### config.mk
export PLATFORM = sky130hd
export DESIGN_NAME = if_id_queue
export DESIGN_NICKNAME = d
export VERILOG_FILES = /design/src/rtl/if_id_queue.sv
export SDC_FILE = /design/constraint.sdc
export NUM_CORES = 1
export LEC_CHECK = 0
export ABC_AREA = 0
export BUFFER_PORTS_ARGS = -buffer_cell sky130_fd_sc_hd__buf_2
export CAP_MARGIN = 10
export CORE_MARGIN = 2
export CORE_UTILIZATION = 40
export CTS_CLUSTER_DIAMETER = 80
export DETAILED_ROUTE_END_ITERATION = 6
export PLACE_DENSITY = 0.62
export SYNTH_ARGS = -nofsm -noshare
export SYNTH_HDL_FRONTEND = slang
export SYNTH_SLANG_ARGS = --single-unit
### constraint.sdc
create_clock -name clk -period 13.3 [get_ports clk]
set_input_delay 1.33 -clock clk [delete_from_list [all_inputs] [get_ports clk]]
set_output_delay 1.33 -clock clk [all_outputs]
set_load 0.01 [all_outputs]
### src/rtl/if_id_queue.sv
// ---------------------------------------------------------------------------
// if_id_queue
//   Decoupling queue between instruction fetch and decode. Holds DEPTH
//   {pc, instruction} pairs, accepts them from fetch with a valid/ready
//   handshake and presents them to decode in arrival order. A one-cycle
//   flush discards everything on a branch/jump redirect.
//
// Parameters
//   DEPTH  number of entries (power of two, >= 2)
//   XLEN   width of the pc and instruction fields
//
// Ports
//   clk        in   rising-edge clock
//   rst        in   asynchronous, active-high reset
//   in_valid   in   fetch offers {in_pc, in_instr}
//   in_pc      in   pc of the offered instruction
//   in_instr   in   offered instruction word
//   in_ready   out  queue can accept (not full); push = in_valid & in_ready
//   out_valid  out  head entry valid (not empty)
//   out_pc     out  head pc (0 when empty)
//   out_instr  out  head instruction (NOP 0x00000013 when empty)
//   out_ready  in   decode consumes; pop = out_valid & out_ready
//   flush      in   discard all entries, including any same-cycle push/pop
//   count      out  current occupancy
//
// Build option
//   IF_ID_QUEUE_TRACE_EN  when defined, prints a line for every accepted
//                         push, pop and flush. No functional effect.
// ---------------------------------------------------------------------------
module if_id_queue #(
  parameter int DEPTH = 2,
  parameter int XLEN  = 32
) (
  input  logic                       clk,
  input  logic                       rst,
  input  logic                       in_valid,
  input  logic [XLEN-1:0]            in_pc,
  input  logic [XLEN-1:0]            in_instr,
  output logic                       in_ready,
  output logic                       out_valid,
  output logic [XLEN-1:0]            out_pc,
  output logic [XLEN-1:0]            out_instr,
  input  logic                       out_ready,
  input  logic                       flush,
  output logic [$clog2(DEPTH+1)-1:0] count
);

  localparam int PTR_W = $clog2(DEPTH);
  localparam int CNT_W = $clog2(DEPTH + 1);
  localparam logic [XLEN-1:0] NOP_INSTR = XLEN'(32'h0000_0013);

  logic [XLEN-1:0]  r_pc_mem    [DEPTH];
  logic [XLEN-1:0]  r_instr_mem [DEPTH];
  logic [PTR_W-1:0] r_wr_ptr;
  logic [PTR_W-1:0] r_rd_ptr;
  logic [CNT_W-1:0] r_count;

  logic w_full;
  logic w_empty;
  logic w_push;
  logic w_pop;

  // Status comes only from the registered count, so in_ready never sees
  // out_ready combinationally and reset clears the outputs immediately.
  assign w_full  = (r_count == CNT_W'(DEPTH));
  assign w_empty = (r_count == '0);
  assign w_push  = in_valid & ~w_full;
  assign w_pop   = out_ready & ~w_empty;

  assign in_ready  = ~w_full;
  assign out_valid = ~w_empty;
  assign out_pc    = w_empty ? '0        : r_pc_mem[r_rd_ptr];
  assign out_instr = w_empty ? NOP_INSTR : r_instr_mem[r_rd_ptr];
  assign count     = r_count;

  // Pointers and occupancy. DEPTH is a power of two, so the pointers wrap
  // from DEPTH-1 to 0 by natural overflow.
  always_ff @(posedge clk or posedge rst) begin
    if (rst) begin
      r_wr_ptr <= '0;
      r_rd_ptr <= '0;
      r_count  <= '0;
    end else if (flush) begin
      r_wr_ptr <= '0;
      r_rd_ptr <= '0;
      r_count  <= '0;
    end else begin
      if (w_push) r_wr_ptr <= r_wr_ptr + PTR_W'(1);
      if (w_pop)  r_rd_ptr <= r_rd_ptr + PTR_W'(1);
      case ({w_push, w_pop})
        2'b10:   r_count <= r_count + CNT_W'(1);
        2'b01:   r_count <= r_count - CNT_W'(1);
        default: r_count <= r_count;
      endcase
    end
  end

  // Storage array is deliberately not reset; a write is suppressed by
  // flush so a redirected fetch never lands in the queue.
  always_ff @(posedge clk) begin
    if (w_push && !flush) begin
      r_pc_mem[r_wr_ptr]    <= in_pc;
      r_instr_mem[r_wr_ptr] <= in_instr;
    end
  end

`ifdef IF_ID_QUEUE_TRACE_EN
  always @(posedge clk) begin
    if (!rst) begin
      if (flush) begin
        $display("IFQ FLUSH: dropped=%0d", r_count);
      end else begin
        if (w_push) $display("IFQ PUSH: PC=0x%08h INSTR=0x%08h", in_pc, in_instr);
        if (w_pop)  $display("IFQ POP: PC=0x%08h INSTR=0x%08h", out_pc, out_instr);
      end
    end
  end
`endif

`ifndef SYNTHESIS
  always @(posedge clk) begin
    if (!rst) begin
      assert (r_count <= CNT_W'(DEPTH))
        else $error("if_id_queue: occupancy above DEPTH");
      assert (!(in_valid && in_ready && w_full))
        else $error("if_id_queue: push while full");
      assert (!(out_valid && out_ready && w_empty))
        else $error("if_id_queue: pop while empty");
    end
  end
`endif

endmodule

==> impl_metrics.env <==
export IMPL_final_setup_viol_count=0
export IMPL_n_antenna_cell=0
export IMPL_place_congestion=0.711
export IMPL_ys_ff_latch=132
export IMPL_cpMaxStageDelayCell="dfrtp_4"
export IMPL_vias=2867
export IMPL_worstSetupPathType="reg -> out"
export IMPL_rsz0062_at_grt="false"
export IMPL_drt_pass1_iterations=4
export IMPL_yosysWarnings=0
export IMPL_netlist_instances=297
export IMPL_min_period_over_period_pct=26.5
export IMPL_die_h_um=117
export IMPL_r2r_end="r_pc_mem[1][28]"
export IMPL_skew_ns=0.00551
export IMPL_synth_compound_area_share_pct=0.889
export IMPL_peakVddDrop_v=0.0000852
export IMPL_design_area_mm2=0.00642
export IMPL_setup_ws_ns=9.78
export IMPL_groute_usage_overall_pct=14.5
export IMPL_ys_seq_area_share_pct=77.9
export IMPL_cts_sinks=132
export IMPL_hold_end="r_wr_ptr"
export IMPL_pre_cts_ws_ns=10.16
export IMPL_worstRegToRegCells=5
export IMPL_fmax_ghz=0.284
export IMPL_grt_pass1_vias=2847
export IMPL_drc=0
export IMPL_cts_made_buffers=17
export IMPL_clkLatencyLatePin_ns=0.40
export IMPL_drtIter0Drc=134
export IMPL_maxCapViolCount=0
export IMPL_dieArea_mm2=0.0136
export IMPL_die_x_um=117
export IMPL_worstMarginPinSlew_ns=1.15
export IMPL_finalPower_mw=0.967
export IMPL_cp_required_ns=11.97
export IMPL_endpoint_kind="primary output"
export IMPL_rr_startpoint="count[1]"
export IMPL_start_kind="flip-flop"
export IMPL_syn_cell_area_mm2=0.00506
export IMPL_rrSetupSlack_ns=11.42
export IMPL_min_path_type="reg -> reg"
export IMPL_syn_to_final_growth_pct=26.8
export IMPL_synth_simple_area_share_pct=5.98
export IMPL_tns_ns=0
export IMPL_syn_area_per_cell_um2=17.1
export IMPL_root_buffer="clkbuf_16"
export IMPL_layout_commonest_cell="buf_2"
export IMPL_critPathMaxFanout=65
export IMPL_synth_nets=366
export IMPL_synthAdderAreaFrac_pct=0
export IMPL_p_per_area_mw_per_mm2=151
export IMPL_place_inst=597
export IMPL_min_from="r_wr_ptr"
export IMPL_ioPinCount=137
export IMPL_slew_viol_final=0
export IMPL_grt_overflow=0
export IMPL_std_cell_rows=41
export IMPL_cts_tree="yes"
export IMPL_synth_top_family_by_area="multiplexers"
export IMPL_core_area_mm2=0.0125
export IMPL_max_slew_margin_pct=23.5
export IMPL_final_nets=513
export IMPL_start_util_pct=40.6
export IMPL_synth_xor_area_share_pct=0.173
export IMPL_critPathArrivalTime_ns=2.19
export IMPL_cts_max_path_buffers=2
export IMPL_crit_chain="mux2i_1 -> nor2_1 -> buf_2"
export IMPL_cp_slowest_stage_delay_ns=1.18
export IMPL_leakagePower_nw=2.45
export IMPL_wl_um=9450
export IMPL_place_area_mm2=0.00592
export IMPL_cts_setup_buffers=0
export IMPL_synth_mux_area_share_pct=12.8
export IMPL_antenna_found_initial=0
export IMPL_dp_hpwl_um=5860
export IMPL_path_clk_slew_ns=0.05
export IMPL_cts_resized=0
export IMPL_drt_wirelength_per_cell_um=15.1
export IMPL_hold_violations=0
export IMPL_ys_types=22
export IMPL_final_cell_mix="136 x buf_2, 128 x edfxtp_1, 65 x mux2i_1"
export IMPL_hold_path_cell_count=2
export IMPL_drive_above_1_share_pct=37.4
export IMPL_grt_pass1_wl_um=14400
export IMPL_fin_crit_ns=3.52
export IMPL_grt_max_degree=66
export IMPL_io_buffers=136
export IMPL_instances_no_fill=626
export IMPL_routed_via_density=4.58
export IMPL_ant_nets=0
export IMPL_hold_buffers=0
export IMPL_status="finished clean"
export IMPL_htreeDepth=4
[synth_stat cells]
master | n | area, um2
dfrtp_1 | 4 | 100
or2_2 | 1 | 6.26
a21o_1 | 1 | 7.51
inv_2 | 1 | 3.75
o21ai_0 | 2 | 10.0
nor3_1 | 1 | 5.00
nor2_1 | 62 | 233
buf_6 | 5 | 56.3
nor2b_2 | 1 | 8.76
buf_4 | 1 | 7.51
a21oi_1 | 4 | 20.0
nand2_1 | 4 | 15.0
nor2_2 | 1 | 6.26
nor3b_1 | 2 | 15.0
edfxtp_1 | 128 | 3840
mux2i_1 | 65 | 651
or3_1 | 1 | 6.26
o211ai_1 | 1 | 7.51
inv_1 | 3 | 11.3
buf_2 | 7 | 35.0
xor2_1 | 1 | 8.76
nand3b_1 | 1 | 7.51
[registers in the layout (all words and copies together), names as in the netlist]
signal / count
count: 2
r_instr_mem: 64
r_pc_mem: 64
r_rd_ptr: 1
r_wr_ptr: 1
[layer usage]
metal	track usage, %	share of wire, %
met1	16.6	42
met2	24.0	50
met3	4.93	6.2
met4	8.41	2.0
met5	0	0
[stage by stage]
stage	utilization (%)	hold WS (ns)
finish	51.5	0.602
global route	51.5	0.651
CTS	51.5	0.609
detailed placement	47.5	0.599
global placement	47.5	0.567
floorplan	-	0.530
[power breakdown]
| group | switching, mW | internal [mW] | total (mW) |
|---|---|---|---|
| Sequential | 0.0132 | 0.474 | 0.487 |
| Clock | 0.150 | 0.248 | 0.398 |
| Combinational | 0.0443 | 0.0373 | 0.0816 |
| Total | 0.208 | 0.759 | 0.967 |
[final cells by class]
type,count,area [um2]
inverter,4,15.0
tap,172,215
timing repair buffer,141,718
clock inverter,10,68.8
multi-input combinational,148,1020
fill,1084,6050
clock buffer,19,433
sequential,132,3950
[cell families after synthesis]
kind of cell              Yosys count
DFF                               132
and+or+nand+nor                    74
muxes                              65
buffers and inverters              17
AOI/OAI and AO/OA                   8
xor gates and xnor gates            1
[worst max path at each step]
stage          startpoint                end  slack [ns]
3_3_place_gp     r_rd_ptr         out_pc[14]       10.15
3_5_place_dp     count[0]      out_instr[18]       10.16
2_1_floorplan    in_valid  r_instr_mem[1][0]        6.66
4_1_cts          count[0]      out_instr[18]        9.71
5_1_grt          count[0]      out_instr[18]        9.61
6_report         r_rd_ptr         out_pc[14]        9.78
[critical path: cells and delay by family (launching register included)]
| kind | cells | cell delay (ns) |
|---|---|---|
| flops | 1 | 1.18 |
| mux | 1 | 0.33 |
| buf+inv | 1 | 0.15 |
| simple gates | 1 | 0.06 |
Power figures use the tool's default switching activity.
